<file path="src/rtl/cart_pkg.sv">
// Shared types and defaults for the cartridge CPU-side bus logic.
package cart_pkg;

   typedef enum logic [2:0] {
      StIdle,
      StSettle,
      StDecode,
      StRead,
      StDrive,
      StWaitFall,
      StWrite
   } cpu_state_t;

   localparam int unsigned SettleDefault = 2;

endpackage

</file>
<file path="src/rtl/map_bus.sv">
// Host <-> mapper bus: latched CPU cycle out, combinational decode back.
interface map_bus #(
   parameter int unsigned ADDR_BITS = 23
);
   logic [15:0]          cpu_addr;
   logic                 cpu_rw;
   logic [7:0]           cpu_data_in;
   logic                 cpu_wr_stb;
   logic [ADDR_BITS-1:0] prg_addr;
   logic                 prg_oe;
   logic                 prg_we;
   logic                 wram_ce;
   logic                 cpu_data_oe;
   logic [7:0]           cpu_data_out;

   modport host (
      output cpu_addr, cpu_rw, cpu_data_in, cpu_wr_stb,
      input  prg_addr, prg_oe, prg_we, wram_ce, cpu_data_oe, cpu_data_out
   );

   modport mapper (
      input  cpu_addr, cpu_rw, cpu_data_in, cpu_wr_stb,
      output prg_addr, prg_oe, prg_we, wram_ce, cpu_data_oe, cpu_data_out
   );
endinterface

</file>
<file path="src/rtl/pin_sync.sv">
// Parameterized-width two-flop synchronizer for asynchronous cartridge pins.
module pin_sync #(
   parameter int unsigned Width = 1
) (
   input  logic             clk_i,
   input  logic             reset_i,
   input  logic [Width-1:0] d_i,
   output logic [Width-1:0] q_o
);

   logic [Width-1:0] meta_q;
   logic [Width-1:0] sync_q;

   always_ff @(posedge clk_i) begin
      if (reset_i) begin
         meta_q <= '0;
         sync_q <= '0;
      end else begin
         meta_q <= d_i;
         sync_q <= meta_q;
      end
   end

   assign q_o = sync_q;

endmodule

</file>
<file path="src/rtl/cart_cpu_bus.sv">
// Tracks each NES M2 cycle, presents it to the mapper and turns the mapper's
// PRG/WRAM decode into single read/write requests toward the SDRAM arbiter.
module cart_cpu_bus
   import cart_pkg::*;
#(
   parameter int unsigned ADDR_BITS = 23,
   parameter int unsigned SETTLE    = SettleDefault
) (
   input  logic                 clk,
   input  logic                 reset,
   input  logic                 m2,
   input  logic [15:0]          cpu_addr_pin,
   input  logic                 cpu_rw_pin,
   input  logic [7:0]           cpu_data_pin,
   output logic [7:0]           cpu_data_out,
   output logic                 cpu_data_drive,
   map_bus.host                 bus,
   output logic                 mem_req,
   output logic                 mem_we,
   output logic [ADDR_BITS-1:0] mem_addr,
   output logic [7:0]           mem_wdata,
   input  logic                 mem_ack,
   input  logic [7:0]           mem_rdata,
   output logic                 miss
);

   localparam int unsigned CntW = (SETTLE > 2) ? $clog2(SETTLE) : 1;

   logic        m2_s;
   logic [16:0] ar_s;
   logic [7:0]  data_s;
   logic        m2_rise;

   cpu_state_t           state_q, state_d;
   logic [CntW-1:0]      cnt_q, cnt_d;
   logic                 m2_q;
   logic [15:0]          cpu_addr_q, cpu_addr_d;
   logic                 cpu_rw_q, cpu_rw_d;
   logic [7:0]           cap_q, cap_d;
   logic [7:0]           data_in_q, data_in_d;
   logic                 wr_stb_q, wr_stb_d;
   logic [7:0]           data_out_q, data_out_d;
   logic                 drive_q, drive_d;
   logic                 req_q, req_d;
   logic                 we_q, we_d;
   logic [ADDR_BITS-1:0] addr_q, addr_d;
   logic [7:0]           wdata_q, wdata_d;
   logic                 miss_q, miss_d;

   pin_sync #(.Width(1)) u_sync_m2 (
      .clk_i   (clk),
      .reset_i (reset),
      .d_i     (m2),
      .q_o     (m2_s)
   );

   pin_sync #(.Width(17)) u_sync_ar (
      .clk_i   (clk),
      .reset_i (reset),
      .d_i     ({cpu_rw_pin, cpu_addr_pin}),
      .q_o     (ar_s)
   );

   pin_sync #(.Width(8)) u_sync_data (
      .clk_i   (clk),
      .reset_i (reset),
      .d_i     (cpu_data_pin),
      .q_o     (data_s)
   );

   assign m2_rise = m2_s & ~m2_q;

   always_ff @(posedge clk) begin
      if (reset) begin
         state_q    <= StIdle;
         cnt_q      <= '0;
         m2_q       <= 1'b0;
         cpu_addr_q <= 16'h0000;
         cpu_rw_q   <= 1'b1;
         cap_q      <= 8'h00;
         data_in_q  <= 8'h00;
         wr_stb_q   <= 1'b0;
         data_out_q <= 8'h00;
         drive_q    <= 1'b0;
         req_q      <= 1'b0;
         we_q       <= 1'b0;
         addr_q     <= '0;
         wdata_q    <= 8'h00;
         miss_q     <= 1'b0;
      end else begin
         state_q    <= state_d;
         cnt_q      <= cnt_d;
         m2_q       <= m2_s;
         cpu_addr_q <= cpu_addr_d;
         cpu_rw_q   <= cpu_rw_d;
         cap_q      <= cap_d;
         data_in_q  <= data_in_d;
         wr_stb_q   <= wr_stb_d;
         data_out_q <= data_out_d;
         drive_q    <= drive_d;
         req_q      <= req_d;
         we_q       <= we_d;
         addr_q     <= addr_d;
         wdata_q    <= wdata_d;
         miss_q     <= miss_d;
      end
   end

   always_comb begin
      state_d    = state_q;
      cnt_d      = cnt_q;
      cpu_addr_d = cpu_addr_q;
      cpu_rw_d   = cpu_rw_q;
      cap_d      = cap_q;
      data_in_d  = data_in_q;
      wr_stb_d   = 1'b0;
      data_out_d = data_out_q;
      drive_d    = drive_q;
      req_d      = req_q;
      we_d       = we_q;
      addr_d     = addr_q;
      wdata_d    = wdata_q;
      miss_d     = 1'b0;

      // A new CPU cycle started before the previous one was retired.
      if (m2_rise && state_q != StIdle) miss_d = 1'b1;

      unique case (state_q)
         StIdle: begin
            if (m2_rise) begin
               if (SETTLE == 0) begin
                  cpu_addr_d = ar_s[15:0];
                  cpu_rw_d   = ar_s[16];
                  state_d    = StDecode;
               end else begin
                  cnt_d   = CntW'(SETTLE - 1);
                  state_d = StSettle;
               end
            end
         end
         StSettle: begin
            if (cnt_q == '0) begin
               cpu_addr_d = ar_s[15:0];
               cpu_rw_d   = ar_s[16];
               state_d    = StDecode;
            end else begin
               cnt_d = cnt_q - 1'b1;
            end
         end
         StDecode: begin
            if (cpu_rw_q && bus.cpu_data_oe) begin
               data_out_d = bus.cpu_data_out;
               drive_d    = 1'b1;
               state_d    = StDrive;
            end else if (cpu_rw_q && (bus.prg_oe || bus.wram_ce)) begin
               req_d   = 1'b1;
               we_d    = 1'b0;
               addr_d  = bus.prg_addr;
               state_d = StRead;
            end else begin
               state_d = StWaitFall;
            end
         end
         StRead: begin
            if (mem_ack) begin
               data_out_d = mem_rdata;
               req_d      = 1'b0;
               if (m2_s) begin
                  drive_d = 1'b1;
                  state_d = StDrive;
               end else begin
                  miss_d  = 1'b1;
                  state_d = StIdle;
               end
            end
         end
         StDrive: begin
            if (!m2_s) begin
               drive_d = 1'b0;
               state_d = StIdle;
            end
         end
         StWaitFall: begin
            if (m2_s) begin
               cap_d = data_s;
            end else begin
               data_in_d = cap_q;
               state_d   = StIdle;
               if (!cpu_rw_q) begin
                  wr_stb_d = 1'b1;
                  if (bus.prg_we || bus.wram_ce) begin
                     req_d   = 1'b1;
                     we_d    = 1'b1;
                     addr_d  = bus.prg_addr;
                     wdata_d = cap_q;
                     state_d = StWrite;
                  end
               end
            end
         end
         StWrite: begin
            if (mem_ack) begin
               req_d   = 1'b0;
               we_d    = 1'b0;
               state_d = StIdle;
            end
         end
         default: state_d = StIdle;
      endcase
   end

   assign bus.cpu_addr    = cpu_addr_q;
   assign bus.cpu_rw      = cpu_rw_q;
   assign bus.cpu_data_in = data_in_q;
   assign bus.cpu_wr_stb  = wr_stb_q;
   assign cpu_data_out    = data_out_q;
   assign cpu_data_drive  = drive_q;
   assign mem_req         = req_q;
   assign mem_we          = we_q;
   assign mem_addr        = addr_q;
   assign mem_wdata       = wdata_q;
   assign miss            = miss_q;

endmodule

</file>
<file path="src/flat_wrapper.sv">
// flat-port wrapper written by rule: the top's interface ports become plain ports
module cart_cpu_bus_flat import cart_pkg::*;
#(
   parameter int unsigned ADDR_BITS = 23,
   parameter int unsigned SETTLE    = SettleDefault
)
  (clk, reset, m2, cpu_addr_pin, cpu_rw_pin, cpu_data_pin, cpu_data_out, cpu_data_drive, mem_req, mem_we, mem_addr, mem_wdata, mem_ack, mem_rdata, miss, bus_cpu_addr, bus_cpu_rw, bus_cpu_data_in, bus_cpu_wr_stb, bus_prg_addr, bus_prg_oe, bus_prg_we, bus_wram_ce, bus_cpu_data_oe, bus_cpu_data_out);
  map_bus #(.ADDR_BITS(ADDR_BITS)) bus_i ();
  input  logic clk;
  input  logic reset;
  input  logic m2;
  input  logic [15:0] cpu_addr_pin;
  input  logic cpu_rw_pin;
  input  logic [7:0] cpu_data_pin;
  output logic [7:0] cpu_data_out;
  output logic cpu_data_drive;
  output logic mem_req;
  output logic mem_we;
  output logic [ADDR_BITS-1:0] mem_addr;
  output logic [7:0] mem_wdata;
  input  logic mem_ack;
  input  logic [7:0] mem_rdata;
  output logic miss;
  output wire logic [$bits(bus_i.cpu_addr)-1:0] bus_cpu_addr;
  output wire logic [$bits(bus_i.cpu_rw)-1:0] bus_cpu_rw;
  output wire logic [$bits(bus_i.cpu_data_in)-1:0] bus_cpu_data_in;
  output wire logic [$bits(bus_i.cpu_wr_stb)-1:0] bus_cpu_wr_stb;
  input wire logic [$bits(bus_i.prg_addr)-1:0] bus_prg_addr;
  input wire logic [$bits(bus_i.prg_oe)-1:0] bus_prg_oe;
  input wire logic [$bits(bus_i.prg_we)-1:0] bus_prg_we;
  input wire logic [$bits(bus_i.wram_ce)-1:0] bus_wram_ce;
  input wire logic [$bits(bus_i.cpu_data_oe)-1:0] bus_cpu_data_oe;
  input wire logic [$bits(bus_i.cpu_data_out)-1:0] bus_cpu_data_out;
  assign bus_cpu_addr = bus_i.cpu_addr;
  assign bus_cpu_rw = bus_i.cpu_rw;
  assign bus_cpu_data_in = bus_i.cpu_data_in;
  assign bus_cpu_wr_stb = bus_i.cpu_wr_stb;
  assign bus_i.prg_addr = bus_prg_addr;
  assign bus_i.prg_oe = bus_prg_oe;
  assign bus_i.prg_we = bus_prg_we;
  assign bus_i.wram_ce = bus_wram_ce;
  assign bus_i.cpu_data_oe = bus_cpu_data_oe;
  assign bus_i.cpu_data_out = bus_cpu_data_out;
  cart_cpu_bus #(.ADDR_BITS(ADDR_BITS), .SETTLE(SETTLE)) u_core (.clk(clk), .reset(reset), .m2(m2), .cpu_addr_pin(cpu_addr_pin), .cpu_rw_pin(cpu_rw_pin), .cpu_data_pin(cpu_data_pin), .cpu_data_out(cpu_data_out), .cpu_data_drive(cpu_data_drive), .bus(bus_i), .mem_req(mem_req), .mem_we(mem_we), .mem_addr(mem_addr), .mem_wdata(mem_wdata), .mem_ack(mem_ack), .mem_rdata(mem_rdata), .miss(miss));
endmodule
</file>
<file path="config.mk">
export PLATFORM = sky130hd
export DESIGN_NAME = cart_cpu_bus_flat
export DESIGN_NICKNAME = d
export VERILOG_FILES = /design/src/rtl/cart_pkg.sv /design/src/rtl/map_bus.sv /design/src/rtl/pin_sync.sv /design/src/rtl/cart_cpu_bus.sv /design/src/flat_wrapper.sv
export SDC_FILE = /design/constraint.sdc
export NUM_CORES = 1
export LEC_CHECK = 0
export BUFFER_PORTS_ARGS = -buffer_cell sky130_fd_sc_hd__buf_2
export CAP_MARGIN = 20
export CORE_MARGIN = 5
export CORE_UTILIZATION = 40
export CTS_CLUSTER_DIAMETER = 150
export DETAILED_ROUTE_END_ITERATION = 12
export PLACE_DENSITY = 0.78
export SYNTH_ARGS = -nofsm -noshare
export SYNTH_HDL_FRONTEND = slang
export SYNTH_HIERARCHICAL = 1
export SYNTH_SLANG_ARGS = --single-unit
</file>
<file path="constraint.sdc">
create_clock -name clk -period 1.55 [get_ports clk]
set_input_delay 0.0775 -clock clk [delete_from_list [all_inputs] [get_ports clk]]
set_output_delay 0.0775 -clock clk [all_outputs]
set_load 0.05 [all_outputs]
</file>
==> results_dict.tcl <==
set metrics [dict create \
    antenna_found_initial 0 \
    cp.required_ns 1.88 \
    syn_area_per_cell_um2 9.42 \
    clk_pin_slew_ns 0.06 \
    initial_core_util 0.405 \
    critPathKind "flop to flop" \
    synth-main-ff-cell "dfxtp_1" \
    p_comb_frac 0.070 \
    async_reset_ff_frac 0 \
    r2r_cells 5 \
    nets 800 \
    postSynthCellCount 515 \
    antenna_cells 0 \
    fmax_mhz 675 \
    status "complete, but fails checks" \
    final-setup-viol-count 0 \
    hold_viol 1 \
    postPlaceCellArea_um2 5760 \
    fin_skew_ns 0.0115 \
    hold_path_class "input port to flop" \
    end_kind "flop" \
    grt_pass1_vias 4362 \
    ir_drop_v 0.000670 \
    ant_nets 0 \
    ys_types 46 \
    syn_to_final_growth_pct 45.4 \
    synth_nets 587 \
    synth-edff-count 0 \
    insertion_delay_ns 0.41 \
    die_w_um 120 \
    violations "negative hold slack" \
    p_sw_mw 1.74 \
    root_buffer "clkbuf_16" \
    io_pins 141 \
    slew_violations 0 \
    dr.pass1.iters 5 \
    clkPwrFrac 0.485 \
    dieArea_um2 14400 \
    gp_congestion 0.834 \
    hold_depth 3 \
    gr-usage-all-layers 0.171 \
    drt-initial-drc-count 259 \
    std_cell_rows 40 \
    seq_power_share 0.446 \
    netlist_area_um2 4850 \
    worstPathCellList "buf_6 -> or3b_4 -> a32oi_2 -> o21ai_1 -> a21oi_1" \
    wirelength_mm 12.3 \
    final_design_area_no_fill_um2 7050 \
    grt_busiest_layer "met2" \
    met3_usage 0.0462 \
    p_int_mw 6.25 \
    drv_cap 0 \
    viasPerCell 4.86 \
    layout-drive-gt1-share 0.320 \
    clkSinkCount 134 \
    dieHeight_um 120 \
    fin_worst_hold_slack_ns -0.00597 \
    portBuffers 140 \
    synth-seq-cells 134 \
    worst_pin_slew_ns 0.477 \
    max-slew-margin-rel 0.682 \
    min_period_ns 1.48 \
    p_per_area_nw_per_um2 1130 \
    cts_tree "yes" \
    ys_seq_area_frac 0.553 \
    grt_max_degree 45 \
    final_cells 887 \
    crit_buf_inv 1 \
    grt_use_met2 0.296 \
    path_delay_family "compound AO/OA/AOI/OAI gates" \
    crit_path_max_fanout 7 \
    post-route-drc-count 0 \
    cpMaxStageDelayCell "or3b_4" \
    place_hpwl_mm 8.15 \
    slowest_delay_ns 0.40 \
    finalCritPeriodShare 0.956 \
    cp.arrival_ns 1.81 \
    dp_cells 790 \
    yosys_warnings 6 \
    clockBufferDepth 2 \
    overflow 0 \
    avgRoutedWirePerCell_um 13.9 \
    total_power_mw 7.99 \
    met1_usage 0.199 \
    vias 4307 \
    core_area_um2 12000 \
    cts-buffers-inserted 17 \
    p_sw_frac 0.218 \
    leakage_nw 2.92 \
    cts_max_level 4 \
    cp-start-kind "flop" \
    worstSetupPathDepth 5 \
    grt_first_pass_wirelength_mm 20.0 \
    rsz0062_at_grt "true" \
]
==> worst min-delay path, stage by stage <==
cell     delay (ns)
buf_2          0.09
o21ai_0        0.09
a21oi_1        0.09
==> cells by family (layout without fill, tap and decap cells) <==
kind of cell,count (synthesis),in the layout,share of synthesized area
XOR/XNOR,1,1,0.00181
AND/OR/NAND/NOR,221,221,0.245
AO/OA/AOI/OAI,119,119,0.145
buffers and inverters,40,265,0.0552
flip-flops,134,134,0.553
==> cells in the mapped netlist (2+ instances only) <==
cell type	instances	area (µm²)
nand3b_1	4	30.0
and2b_2	10	87.6
inv_1	2	7.51
nor2b_1	38	238
a211oi_1	2	15.0
nand2b_1	3	18.8
a311oi_1	8	70.1
o21ai_0	23	115
nor2_1	13	48.8
o21ai_1	3	15.0
buf_6	13	146
nor2b_2	7	61.3
buf_2	10	50.1
a311oi_2	2	30.0
nand3_1	30	150
clkbuf_2	3	15.0
nor3_1	3	15.0
dfxtp_1	134	2680
nand2_1	97	364
o211ai_1	2	15.0
clkbuf_1	11	41.3
a21oi_1	70	350
nand3_2	4	40.0
==> sequential cells by signal, summed over array words and instances (netlist names), 3 cells and up <==
register / cells
u_core/mem_addr: 23
u_core/bus.cpu_addr: 16
u_core/u_sync_ar/meta_q: 17
u_core/bus.cpu_data_in: 8
u_core/mem_wdata: 8
u_core/u_sync_ar/q_o: 17
u_core/state_q: 3
u_core/cap_q: 8
u_core/cpu_data_out: 8
u_core/u_sync_data/q_o: 8
u_core/u_sync_data/meta_q: 8
==> repair_timing <==
item                       4_1_cts  5_1_grt
setup endpoints to repair        2       16
buffers inserted                 0        1
hold endpoints to repair        57        0
resized for setup                6        5
hold buffers                    65        0
pin swaps                        0        2
==> metrics by stage <==
step	util	worst slack, ns	TNS (ns)
after floorplan	-	0.0389	0
after global placement	0.481	0.0805	0
after detailed placement	0.481	-0.0104	-0.0104
after CTS	0.587	0.0123	0
after global routing	0.590	-0.0284	-0.126
final	0.590	0.0685	0
==> layout make-up <==
class,instances,area (µm²)
tap,147,184
inverter,2,7.51
clock inverter,10,96.3
fill,990,4910
multi-input combinational,341,1920
sequential,134,2690
timing repair buffer,232,1660
clock buffer,21,492
==> placed cells by master, fill, tap and decap left out, types with 7 or more instances in the layout <==
| cell | synthesis | routed |
|---|---|---|
| nand2_1 | 97 | 97 |
| nor2b_1 | 38 | 38 |
| and2b_2 | 10 | 10 |
| o21ai_0 | 23 | 23 |
| nand3_1 | 30 | 30 |
| clkbuf_16 | 0 | 18 |
| dlygate4sd3_1 | 0 | 65 |
| dfxtp_1 | 134 | 129 |
| buf_2 | 10 | 139 |
| buf_4 | 1 | 18 |
| nor2b_2 | 7 | 7 |
| nor2_1 | 13 | 12 |
| buf_12 | 0 | 7 |
| a311oi_1 | 8 | 8 |
| a21oi_1 | 70 | 70 |
==> power by group through the flow <==
stage / clock network [mW] / logic (mW) / registers [mW]
6_report: 3.87 / 0.557 / 3.56
3_5_place_dp: 0 / 0.420 / 3.64
3_3_place_gp: 0 / 0.410 / 3.63
5_1_grt: 4.15 / 0.605 / 3.57
2_1_floorplan: 0 / 0.210 / 3.66
4_1_cts: 3.95 / 0.546 / 3.56
==> path summary, 6_finish.rpt <==
| path | start | endpoint | slack, ns |
|---|---|---|---|
| setup reg to reg | u_core/state_q[0] | u_core/state_q[1] | 0.07 |
| hold reg to reg | u_core/u_sync_ar/meta_q[6] | u_core/u_sync_ar/q_o[6] | 0.44 |
| setup / recovery | u_core/state_q[0] | u_core/state_q[1] | 0.07 |
| hold / removal | bus_prg_addr[3] | u_core/mem_addr[3] | -0.006 |
==> per-layer routing <==
metal,vias up,share of wire
met4,0,0.015
met3,22,0.061
met5,-,0
met2,150,0.50
met1,1971,0.42
li1,2164,-
Note: power is estimated with default switching activity, not from simulation.
